--- src/rtl/spot_pkg.sv ---
// Shared constants and types for the spot-finder front end (frame writer and spot finder).
package spot_pkg;

  localparam int unsigned PIX_PER_KERNEL = 32;
  localparam int unsigned PIX_W          = 8;
  localparam int unsigned KERNEL_W       = 256;
  localparam int unsigned PIX_IDX_W      = $clog2(PIX_PER_KERNEL);
  localparam int unsigned ROI_W          = 10;

  typedef enum logic [1:0] {
    ARMED,
    CAPTURE,
    LOCKED
  } writer_state_e;

endpackage

--- src/rtl/kernel_packer.sv ---
// Packs 8-bit pixels into a 256-bit kernel; pixel n lands at bits [8n+7:8n].
// word shows the kernel including the pixel being pushed this cycle.
module kernel_packer
  import spot_pkg::*;
(
  input  logic                 clk,
  input  logic                 rst,
  input  logic [PIX_W-1:0]     pix_data,
  input  logic                 push,
  input  logic                 flush,
  output logic [PIX_IDX_W-1:0] pixel_idx,
  output logic                 word_full,
  output logic [KERNEL_W-1:0]  word
);

  logic [KERNEL_W-1:0] word_q;

  assign word_full = push && (pixel_idx == PIX_IDX_W'(PIX_PER_KERNEL - 1));

  always_comb begin
    word = word_q;
    if (push) begin
      word[{pixel_idx, 3'b000} +: PIX_W] = pix_data;
    end
  end

  // Clearing to zero after every emit gives zero padding for partial kernels for free.
  always_ff @(posedge clk or posedge rst) begin
    if (rst) begin
      word_q    <= '0;
      pixel_idx <= '0;
    end else if (flush || word_full) begin
      word_q    <= '0;
      pixel_idx <= '0;
    end else if (push) begin
      word_q    <= word;
      pixel_idx <= pixel_idx + PIX_IDX_W'(1);
    end
  end

endmodule

--- src/rtl/spot_frame_writer.sv ---
// Packs the camera stream into kernels, writes them to BRAM and hands frames to the spot finder.
// Build option: SPOT_WRITER_PARTIAL_FLUSH_EN pads and writes the partial kernel at line end.
module spot_frame_writer
  import spot_pkg::*;
#(
  parameter int unsigned MEM_ADDR_W    = 14,
  parameter int unsigned MAX_KERNELS_X = 20,
  parameter int unsigned MAX_LINES_Y   = 480
) (
  input  logic                  clk_in,
  input  logic                  reset,
  input  logic [PIX_W-1:0]      pix_data,
  input  logic                  pix_valid,
  input  logic                  line_valid,
  input  logic                  frame_valid,
  input  logic                  analysis_rdy,
  output logic [KERNEL_W-1:0]   mem_data,
  output logic [MEM_ADDR_W-1:0] mem_address,
  output logic                  mem_we,
  output logic [15:0]           cam_kernels_x,
  output logic [15:0]           cam_lines_y,
  output logic                  frame_start,
  output logic [7:0]            frames_dropped,
  output logic                  geom_err
);

  writer_state_e state_q, state_d;

  logic        fv_low_q, lv_q;
  logic [15:0] kernel_idx_q, line_idx_q, width_q;
  logic        line_has_pix_q, frame_has_pix_q, addr_done_q, start_pend_q;

  logic [PIX_IDX_W-1:0] pixel_idx;
  logic                 word_full;
  logic [KERNEL_W-1:0]  packed_word;

  logic        frame_rise, entering, pix_try, pix_accept, over_x, over_y;
  logic        frame_end, line_end, flush_wr, write_req, write_ok, mismatch;
  logic        lock_frame, start_now, start_later, drop_inc, geom_set;
  logic [15:0] line_kernels, width_new, lines_new;

  kernel_packer u_packer (
    .clk       (clk_in),
    .rst       (reset),
    .pix_data  (pix_data),
    .push      (pix_accept),
    .flush     (line_end),
    .pixel_idx (pixel_idx),
    .word_full (word_full),
    .word      (packed_word)
  );

  always_ff @(posedge clk_in or posedge reset) begin
    if (reset) begin
      state_q <= ARMED;
    end else begin
      state_q <= state_d;
    end
  end

  always_comb begin
    state_d = state_q;
    unique case (state_q)
      ARMED:   if (frame_rise) state_d = CAPTURE;
      CAPTURE: if (frame_end) state_d = frame_has_pix_q ? LOCKED : ARMED;
      LOCKED:  if (analysis_rdy && !start_pend_q) state_d = ARMED;
      default: state_d = ARMED;
    endcase
  end

  // fv_low_q resets to 0, so a frame already running at reset release never looks like a rise.
  always_comb begin
    frame_rise = frame_valid && fv_low_q;
    entering   = (state_q == ARMED) && frame_rise;
    pix_try    = (state_q == CAPTURE) && frame_valid && line_valid && pix_valid;
    over_x     = kernel_idx_q == 16'(MAX_KERNELS_X);
    over_y     = line_idx_q == 16'(MAX_LINES_Y);
    pix_accept = pix_try && !over_x && !over_y;
    frame_end  = (state_q == CAPTURE) && !frame_valid;
    // A frame ending mid-line closes that line first.
    line_end   = (state_q == CAPTURE) && line_has_pix_q && ((lv_q && !line_valid) || !frame_valid);
`ifdef SPOT_WRITER_PARTIAL_FLUSH_EN
    flush_wr     = line_end && (pixel_idx != '0);
    line_kernels = kernel_idx_q + {15'd0, (pixel_idx != '0)};
`else
    flush_wr     = 1'b0;
    line_kernels = kernel_idx_q;
`endif
    write_req   = word_full || flush_wr;
    write_ok    = write_req && !addr_done_q;
    width_new   = (line_end && (line_idx_q == '0)) ? line_kernels : width_q;
    lines_new   = line_idx_q + {15'd0, line_end};
    mismatch    = line_end && (line_idx_q != '0) && (line_kernels != width_q);
    lock_frame  = frame_end && frame_has_pix_q;
    start_now   = (lock_frame && !flush_wr) || start_pend_q;
    start_later = lock_frame && flush_wr;
    drop_inc    = (state_q == LOCKED) && frame_rise && (frames_dropped != 8'hFF);
    geom_set    = (pix_try && (over_x || over_y)) || mismatch || (write_req && addr_done_q);
  end

  always_ff @(posedge clk_in or posedge reset) begin
    if (reset) begin
      fv_low_q        <= 1'b0;
      lv_q            <= 1'b0;
      mem_we          <= 1'b0;
      mem_data        <= '0;
      mem_address     <= '0;
      addr_done_q     <= 1'b0;
      cam_kernels_x   <= '0;
      cam_lines_y     <= '0;
      frame_start     <= 1'b0;
      start_pend_q    <= 1'b0;
      frames_dropped  <= '0;
      geom_err        <= 1'b0;
      kernel_idx_q    <= '0;
      line_idx_q      <= '0;
      width_q         <= '0;
      line_has_pix_q  <= 1'b0;
      frame_has_pix_q <= 1'b0;
    end else begin
      fv_low_q     <= ~frame_valid;
      lv_q         <= line_valid;
      mem_we       <= write_ok;
      frame_start  <= start_now;
      start_pend_q <= start_later;
      if (write_ok) mem_data <= packed_word;
      if (lock_frame) begin
        cam_kernels_x <= width_new;
        cam_lines_y   <= lines_new;
      end
      if (drop_inc) frames_dropped <= frames_dropped + 8'd1;
      if (geom_set) geom_err <= 1'b1;

      if (entering) begin
        mem_address     <= '0;
        addr_done_q     <= 1'b0;
        kernel_idx_q    <= '0;
        line_idx_q      <= '0;
        width_q         <= '0;
        line_has_pix_q  <= 1'b0;
        frame_has_pix_q <= 1'b0;
      end else begin
        // Address advances the cycle after the write; the top address is written once, never wrapped.
        if (mem_we) begin
          if (mem_address == '1) addr_done_q <= 1'b1;
          else mem_address <= mem_address + MEM_ADDR_W'(1);
        end
        if (line_end) kernel_idx_q <= '0;
        else if (word_full) kernel_idx_q <= kernel_idx_q + 16'd1;
        line_idx_q <= lines_new;
        width_q    <= width_new;
        if (line_end) line_has_pix_q <= 1'b0;
        else if (pix_accept) line_has_pix_q <= 1'b1;
        if (pix_accept) frame_has_pix_q <= 1'b1;
      end
    end
  end

endmodule
--- config.mk ---
export PLATFORM = sky130hd
export DESIGN_NAME = spot_frame_writer
export DESIGN_NICKNAME = d
export VERILOG_FILES = /design/src/rtl/spot_pkg.sv /design/src/rtl/kernel_packer.sv /design/src/rtl/spot_frame_writer.sv
export SDC_FILE = /design/constraint.sdc
export NUM_CORES = 1
export LEC_CHECK = 0
export ABC_AREA = 1
export ABC_CLOCK_PERIOD_IN_PS = 20400
export CAP_MARGIN = 20
export CORE_MARGIN = 3
export CORE_UTILIZATION = 45
export DETAILED_ROUTE_END_ITERATION = 7
export PLACE_DENSITY = 0.69
export SKIP_LAST_GASP = 1
export SLEW_MARGIN = 40
export SYNTH_ARGS = -nofsm -noshare
export SYNTH_HDL_FRONTEND = slang
export SYNTH_SLANG_ARGS = --single-unit
--- constraint.sdc ---
create_clock -name clk_in -period 20.4 [get_ports clk_in]
set_input_delay 2.04 -clock clk_in [delete_from_list [all_inputs] [get_ports clk_in]]
set_output_delay 2.04 -clock clk_in [all_outputs]
set_load 0.005 [all_outputs]
==> Yosys cells after proc, flatten, opt, wreduce, memory -nomap -nowiden <==
Cells that the tools add are included.
{ "totals": {"reg_bits": 629, "input_bits": 14, "output_inout_bits": 313, "word_cells": 110} }
{ "op_classes": {"n_addsub": 6, "n_eq_ne": 12, "n_shift": 2, "mux": 27, "bitwise": 1, "reduce_logical": 43} }
{ "ops": {"columns": ["op", "n"], "rows": [
  ["two-way mux 256 bit", 3],
  ["bitwise mux 256 bit", 1],
  ["variable shift 8 x 10 -> 256 bit (first input constant)", 1],
  ["indexed part select 8 x 10 -> 256 bit", 1],
  ["two-way mux 16 bit", 6],
  ["two-way mux 14 bit", 3],
  ["logical AND 1 bit", 21],
  ["adder 16 x 1 -> 16 bit", 1],
  ["adder 16 x 1 -> 16 bit (second input constant)", 1],
  ["== test 16 x 5 -> 1 bit (second input constant)", 1],
  ["== test 16 x 9 -> 1 bit (second input constant)", 1],
  ["logical NOT 16 bit", 1],
  ["!= test 16 bit", 1],
  ["nonzero test 16 bit", 1],
  ["adder 14 x 1 -> 14 bit (second input constant)", 1],
  ["== test 14 bit (second input constant)", 1],
  ["two-way mux 5 bit", 2],
  ["negation 8 -> 10 bit", 1],
  ["adder 8 x 1 -> 8 bit (second input constant)", 1],
  ["two-way mux 2 bit", 4],
  ["!= test 2 bit (second input constant)", 4],
  ["!= test 8 bit (second input constant)", 1],
  ["nonzero test 2 bit", 4],
  ["two-way mux 1 bit", 7],
  ["other kinds (12)", 22]
]} }

==> Logic depth before layout (Yosys ltp) <==
Gate-level depths: netlist (run 1).
{ "depth": {"depth_word": 10, "depth_mapped": 17, "mapped_depth_nobuf": 15} }

==> Hierarchy <==
From an unflattened synthesis (run 1), not the netlist that was laid out.
{ "unflattened": {"cells_unflattened": 4005, "area_unflattened_um2": 29603.4} }
{ "by_module_without_submodules": {"columns": ["mod", "instances", "cells_per_inst", "area_per_inst_um2", "seq_area_each_um2"], "rows": [
  ["spot_frame_writer", 1, 1870, 15433.6, 9208.8],
  ["kernel_packer", 1, 2135, 14169.8, 6531.3]
]} }

==> Worst setup path after synthesis (run 1) <==
OpenSTA, ideal clock, no wires.
{ "synth_timing": {"path_type": "in2reg", "startpoint": "in frame_valid", "endpoint": "reg line_idx_q[12]", "setup_time_ns": 0.072, "t_arrival_ns": 3.788, "required_time_ns": 20.328, "path_slack_ns": 16.539, "stages": 14, "n_path_buf": 1, "path_cell_list": "inv_1 -> a21oi_1 -> nor3_1 -> buf_2 -> ha_1 -> ha_1 -> nand3_1 -> nor2_1 -> nand2_1 -> nor2_1 -> nand3_1 -> o21ai_0 -> nand2_1 -> nor2_1"} }
{ "synth_via": {"elab_chain_cells": 5, "elab_cells_between_ends": 7, "classes_between": "add/sub: 1; mux: 1; reduce/logical: 5"} }
{ "synth_lines": {"columns": ["element", "line", "source"], "rows": [
  ["start: declaration", "spot_frame_writer.sv:15", "input logic frame_valid,"],
  ["logical NOT 1 bit", "spot_frame_writer.sv:81", "line_end = (state_q == CAPTURE) && line_has_pix_q && ((lv_q && !line_valid) || !frame_valid);"],
  ["logical OR 1 bit", "spot_frame_writer.sv:81", null],
  ["logical AND 1 bit", "spot_frame_writer.sv:81", null],
  ["adder 16 x 1 -> 16 bit", "spot_frame_writer.sv:92", "lines_new = line_idx_q + {15'd0, line_end};"],
  ["two-way mux 16 bit *", "spot_frame_writer.sv:134", "if (entering) begin"],
  ["end signal: assignment", "spot_frame_writer.sv:150", "line_idx_q <= lines_new;"],
  ["end: declaration", "spot_frame_writer.sv:30", "logic [15:0] kernel_idx_q, line_idx_q, width_q;"]
]} }
Mark *: on every way between the ends. The rest lies on a longest branch, timed or not.
A chain may end at the register's enable or synchronous reset.

==> Worst setup path after layout (run 1) <==
{ "layout_timing": {"startpoint": "in frame_valid", "endpoint": "reg u_packer.word_q[113]"} }
{ "layout_via": {"elab_chain_cells": 8, "elab_cells_between_ends": 14, "classes_between": "mux: 3; reduce/logical: 11"} }
{ "layout_lines": {"columns": ["element", "line", "source"], "rows": [
  ["logical AND 1 bit (3 in a row)", "spot_frame_writer.sv:75", "pix_try = (state_q == CAPTURE) && frame_valid && line_valid && pix_valid;"],
  ["logical AND 1 bit (2 in a row)", "spot_frame_writer.sv:78", "pix_accept = pix_try && !over_x && !over_y;"],
  ["two-way mux 256 bit / logical AND 1 bit (equally long branches)", "kernel_packer.sv:22, kernel_packer.sv:18", null],
  ["two-way mux 256 bit / logical OR 1 bit (equally long branches)", "kernel_packer.sv:35, kernel_packer.sv:32", null],
  ["two-way mux 256 bit / nonzero test 2 bit (equally long branches)", null, null],
  ["end signal: assignment", "kernel_packer.sv:36", "word_q <= word;"],
  ["end: declaration", "kernel_packer.sv:16", "logic [KERNEL_W-1:0] word_q;"]
]} }
Several ways; a longest one is shown, not always the timed one. The select of a mux whose other input is x is not followed.

==> results of run 1 <==
[cells in the mapped netlist]
cell | number | share of area [%]
nand2_1 | 1417 | 18
dfrtp_1 | 629 | 53
nor2_1 | 379 | 4.8
nand3_1 | 372 | 6.3
inv_1 | 327 | 4.2
nand4_1 | 171 | 3.6
buf_2 | 118 | 2.0
a21oi_1 | 68 | 1.2
clkbuf_1 | 59 | 0.75
o21ai_0 | 58 | 0.98
nor3_1 | 36 | 0.61
xor2_1 | 31 | 0.92
nand3b_1 | 28 | 0.71
o21ai_1 | 22 | 0.37
nor2_2 | 17 | 0.36
buf_1 | 13 | 0.17
ha_1 | 12 | 0.51
clkinv_1 | 10 | 0.13
inv_2 | 10 | 0.13
xnor2_1 | 10 | 0.30
buf_4 | 5 | 0.13
nor2_4 | 4 | 0.15
nand3_2 | 3 | 0.10
or2_2 | 3 | 0.064
a31oi_1 | 2 | 0.042
a21o_1 | 1 | 0.025
and2_1 | 1 | 0.021
nand2_2 | 1 | 0.021
nor3_2 | 1 | 0.034
nor3_4 | 1 | 0.055
nor3b_1 | 1 | 0.025
o21a_1 | 1 | 0.025
o22ai_1 | 1 | 0.021
o31ai_1 | 1 | 0.025
[power by group]
group,switching [W],internal [W],total (W)
logic,0.000687,0.000256,0.000942
registers,0.0000839,0.00145,0.00153
clock network,0.000518,0.000735,0.00125
[worst max path at each step]
stage / depth (start not counted) / slack, ns / to
after floorplan: 1 / 0.74 / addr_done_q
after detailed placement: 11 / 14.41 / mem_data[183]
after global placement: 10 / 14.31 / u_packer.word_q[181]
after global routing: 10 / 14.88 / u_packer.word_q[114]
final: 10 / 15.19 / u_packer.word_q[113]
after CTS: 11 / 15.07 / mem_data[183]
[critical path, delay by kind of cell]
kind | cells | cell delay (ns)
buf+inv | 3 | 1.86
simple gates | 7 | 1.67
[per-stage QoR]
step | total power [W] | setup WS (ns) | hold WS (ns)
after floorplan | 0.00223 | 0.743 | 0.472
after global placement | 0.00245 | 14.31 | 0.461
after detailed placement | 0.00248 | 14.41 | 0.464
after CTS | 0.00374 | 15.07 | 0.480
after global routing | 0.00395 | 14.88 | 0.497
final | 0.00373 | 15.19 | 0.473
[metal layers]
metal / wire length, um / share of wire [%] / global-route usage, % / up-vias
li1: - / - / - / 12500
met1: 38700 / 44 / 35.8 / 12300
met2: 40100 / 45 / 38.6 / 848
met3: 6480 / 7.3 / 5.02 / 134
met4: 2840 / 3.2 / 9.05 / 4
met5: 24 / 0.027 / 0 / -
[cell type report]
type | count | area share (%)
clock buffers | 99 | 5.59
clock inverters | 26 | 0.751
flip-flops and latches | 629 | 44.1
well taps | 855 | 3.00
multi-input cells | 2642 | 32.7
repair buffers | 357 | 10.2
inverters | 347 | 3.69
[flip-flops by register name, indices dropped and copies added (netlist names)]
name / cells
u_packer.word_q: 256
state_q: 2
cam_lines_y: 16
line_idx_q: 16
geom_err: 1
mem_address: 14
width_q: 16
cam_kernels_x: 16
u_packer.pixel_idx: 5
frame_start: 1
lv_q: 1
addr_done_q: 1
mem_data: 256
kernel_idx_q: 16
frame_has_pix_q: 1
fv_low_q: 1
line_has_pix_q: 1
mem_we: 1
frames_dropped: 8
[cell families after synthesis]
| group | count (synthesis) |
|---|---|
| simple gates | 2435 |
| buf+inv | 542 |
| fa+ha+maj | 12 |
| flops | 629 |
| compound gates | 154 |
| xor+xnor | 41 |
==> results.toml, run 1 <==
[sta]
finalSetupTns_ns = 0
hold_viol_final = 0
worst_pin_slew_ns = 0.806
min_period_ns = 5.21
setup_violations = 0
post-route-period-util_pct = 25.5
rsz0062_at_grt = "no"
relSlewSlack_pct = 46.0
fmax_mhz = 192
skew_ns = 0.0278
finalMaxSlewViolations = 0

[worst_setup_path]
slowest_delay_ns = 0.73
cpMostUsedCell = "nand2_1"
cp-end-kind = "register"
crit_path_start_kind = "input port"
reg2reg_slack_ns = 16.38
cp_slowest_cell = "buf_4"
startpoint = "frame_valid"
crit_chain = "clkdlybuf4s50_1, nand2_1, nor2_2, nand2_1, nor2_4, nand2_1, nand2_4, buf_6, buf_4, nor2_1"
required_ns = 20.85
r2r_cells = 12
critPathKind = "in2reg"
r2r-end = "u_packer.word_q[113]"
rr_startpoint = "kernel_idx_q[0]"
worstPathArrival_ns = 5.66
crit_fanout = 91

[place]
dp.cells = 4829
dp_hpwl_mm = 59.0
place_area_um2 = 33400
io_buffers = 326
gp_congestion = 0.926

[power]
p_leak_nw = 18.4
powerDensity_nw_per_um2 = 105
peakVddDrop_v = 0.0000616

[drt]
vias_per_cell = 5.21
drc = 0
wl_per_cell_um = 17.8
route.vias.total = 25800
drt_iter0_drc = 2838
wl_mm = 88.2
antenna_left = 0
drtPass1Iterations = 8

[layout]
drive_gt1_share_pct = 4.49
n_antenna_cell = 0
num-nets-final = 4072
stdcell_area_um2 = 35700
layout_common_cells = "nand2_1 (1,414), dfrtp_1 (629), nor2_1 (377)"
syn2layout_area_growth_pct = 20.8
fillerInstances = 6119
regArea_um2 = 15700
fin_cells = 4955
multi_input_area_um2 = 11700
layout_commonest_cell = "nand2_1"
postLayoutCoreUtil_pct = 55.1

[clock_tree]
cts_hold_buffers = 0
cts_buffers = 69
clock-sinks = 629
cts_setup_buffers = 0
cts_root_buf = "clkbuf_16"
cts_tree = "built"
clk_pin_slew_ns = 0.06
htreeDepth = 3
ctsResizeCount = 0
clockBufferDepth = 3
insertion_delay_ns = 0.61

[grt]
antenna_found_initial = 2
grt_max_degree = 187
overflow = 0
first_global_vias = 24200
grtUsageTotal_pct = 25.2
grt_pass1_wl_mm = 140

[yosys]
synth-simple-area-share_pct = 34.9
synth_fa_ha_area_share_pct = 0.508
synth-compound-area-share_pct = 2.65
synth_area_per_cell_um2 = 7.75
synth-seq-cells = 629
yosys_warnings = 0
seq_area_frac_synth_pct = 53.3
synth_xor_area_share_pct = 1.22
syn_nets = 3839
synth_top_family_by_area = "simple AND/OR/NAND/NOR gates"
synthMuxAreaShare_pct = 0
yosysUniqueCellTypes = 34
syn_area_um2 = 29500
synth_cells = 3813

[die]
start_util_pct = 45.7
die_area_um2 = 68800
die_w_um = 262
core_area_um2 = 64700
die_y_um = 262
io-pin-count = 327
rows = 93

[min_path]
hp-class = "reg2reg"
whs_path_depth = 2
holdCritStartpoint = "mem_data[77]"
worstHoldEndpoint = "mem_data[77]"

[run_status]
outcome = "completed"

[run]
maxCapViolCount = 0
Power figures use the tool's default switching activity.
==> run 2: changes to the inputs <==
ABC_CLOCK_PERIOD_IN_PS = 4200   (was 20400)
clock period = 4.2 ns   (was 20.4 ns; I/O delays follow)
==> results.toml, run 2 (same netlist as run 1, synthesis figures left out) <==
[place]
dp_hpwl_mm = 61.1
gp_congestion = 0.930
dp.cells = 4842
io_buffers = 326
place_area_um2 = 33500

[drt]
route.met2.wl_mm = 40.4
wl_mm = 89.0
vias_per_cell = 5.20
route.vias.total = 25900
wl_met1_mm = 38.8
drtPass1Iterations = 6
top_layer = "met4"
met3_length_mm = 6.83
antenna_left = 0
drc = 0
drt_iter0_drc = 2876
wl_per_cell_um = 17.9

[clock_tree]
cts_tree = "built"
cts_root_buf = "clkbuf_16"
cts_hold_buffers = 0
ctsResizeCount = 0
htreeDepth = 3
cts_buffers = 69
clockBufferDepth = 3
insertion_delay_ns = 0.61
cts_setup_buffers = 0
clk_pin_slew_ns = 0.07
clock-sinks = 629

[sta]
hold_viol_final = 0
fmax_mhz = 295
setup_violations = 0
finalMaxSlewViolations = 0
finalSetupTns_ns = 0
worst_pin_slew_ns = 0.825
rsz0062_at_grt = "no"
skew_ns = 0.0270
relSlewSlack_pct = 44.9
hold_slack_ns = 0.255
min_period_ns = 3.40
post-route-period-util_pct = 80.8

[die]
die_area_um2 = 68800
die_w_um = 262
die_y_um = 262
core_area_um2 = 64700
start_util_pct = 45.7
io-pin-count = 327
rows = 93

[worst_setup_path]
worstPathArrival_ns = 3.94
cp-end-kind = "register"
critPathKind = "reg2reg"
crit_path_start_kind = "register"
required_ns = 4.75
crit_fanout = 57

[grt]
overflow = 0
grt_pass1_wl_mm = 141
antenna_found_initial = 0
first_global_vias = 24600
grtUsageTotal_pct = 25.5
grt_max_degree = 148

[layout]
top_regs = "mem_data x256, u_packer.word_q x256"
drive_gt1_share_pct = 4.89
fin_cells = 4970
num-nets-final = 4084
stdcell_area_um2 = 36000
postLayoutCoreUtil_pct = 55.6
syn2layout_area_growth_pct = 21.8
fillerInstances = 6073
layout_common_cells = "nand2_1 (1,414), dfrtp_1 (629), nor2_1 (378)"
layout_commonest_cell = "nand2_1"

[power]
p_leak_nw = 18.5
peakVddDrop_v = 0.000444
powerDensity_nw_per_um2 = 513

[run]
maxCapViolCount = 0

[min_path]
hp-class = "in2async"

[run_status]
outcome = "completed"
[run 2: per-layer routing]
layer | vias up | GRT usage (%)
met4 | 0 | 9.33
met1 | 12300 | 36.1
met2 | 893 | 39.5
li1 | 12500 | -
met5 | - | 0
met3 | 153 | 4.65
[run 2: stage by stage]
| stage | total power [W] | setup WS (ns) |
|---|---|---|
| after global placement | 0.0119 | 0.927 |
| after global routing | 0.0195 | 0.559 |
| after floorplan | 0.0108 | -4.81 |
| after detailed placement | 0.0120 | 0.988 |
| after CTS | 0.0185 | 0.960 |
| final | 0.0184 | 0.805 |
[run 2: area by class of cell]
cell class | count | area, um2 | share of cell area, %
diodes | 1 | 2.50 | 0.00696
multi-input cells | 2642 | 11600 | 32.4
repair buffers | 369 | 3790 | 10.5
well taps | 855 | 1070 | 2.97
clock buffers | 101 | 2060 | 5.73
clock inverters | 26 | 358 | 0.995
flip-flops and latches | 629 | 15700 | 43.8
inverters | 347 | 1310 | 3.63
[run 2: final timing paths]
check                                            from              endpoint  slack, ns  cells past startpoint
worst max-delay path            u_packer.pixel_idx[0]         mem_data[229]       0.80                     10
worst min-delay path                            reset         mem_data[244]       0.25                      2
worst max register to register  u_packer.pixel_idx[0]         mem_data[229]       0.80                     10
worst min register to register           mem_data[68]          mem_data[68]       0.48                      2
max in group asynchronous                       reset  u_packer.word_q[205]       2.67                      4
min in group clk_in                        line_valid                  lv_q       0.32                      1
[run 2: worst max-delay path: stages, from the launching register on]
cell	delay [ns]
dfrtp_1	0.38
inv_2	0.26
nand3_1	0.15
nand2_2	0.10
buf_4	0.55
nand3_2	0.44
nor2_2	0.61
nand2_1	0.38
nand2_1	0.17
nand3_1	0.15
nand2_1	0.12
[run 2: power by group]
| group | leakage, nW | internal [W] | switching (W) |
|---|---|---|---|
| registers | 8.54 | 0.00704 | 0.000394 |
| clock network | 1.17 | 0.00387 | 0.00256 |
| logic | 8.82 | 0.00126 | 0.00332 |
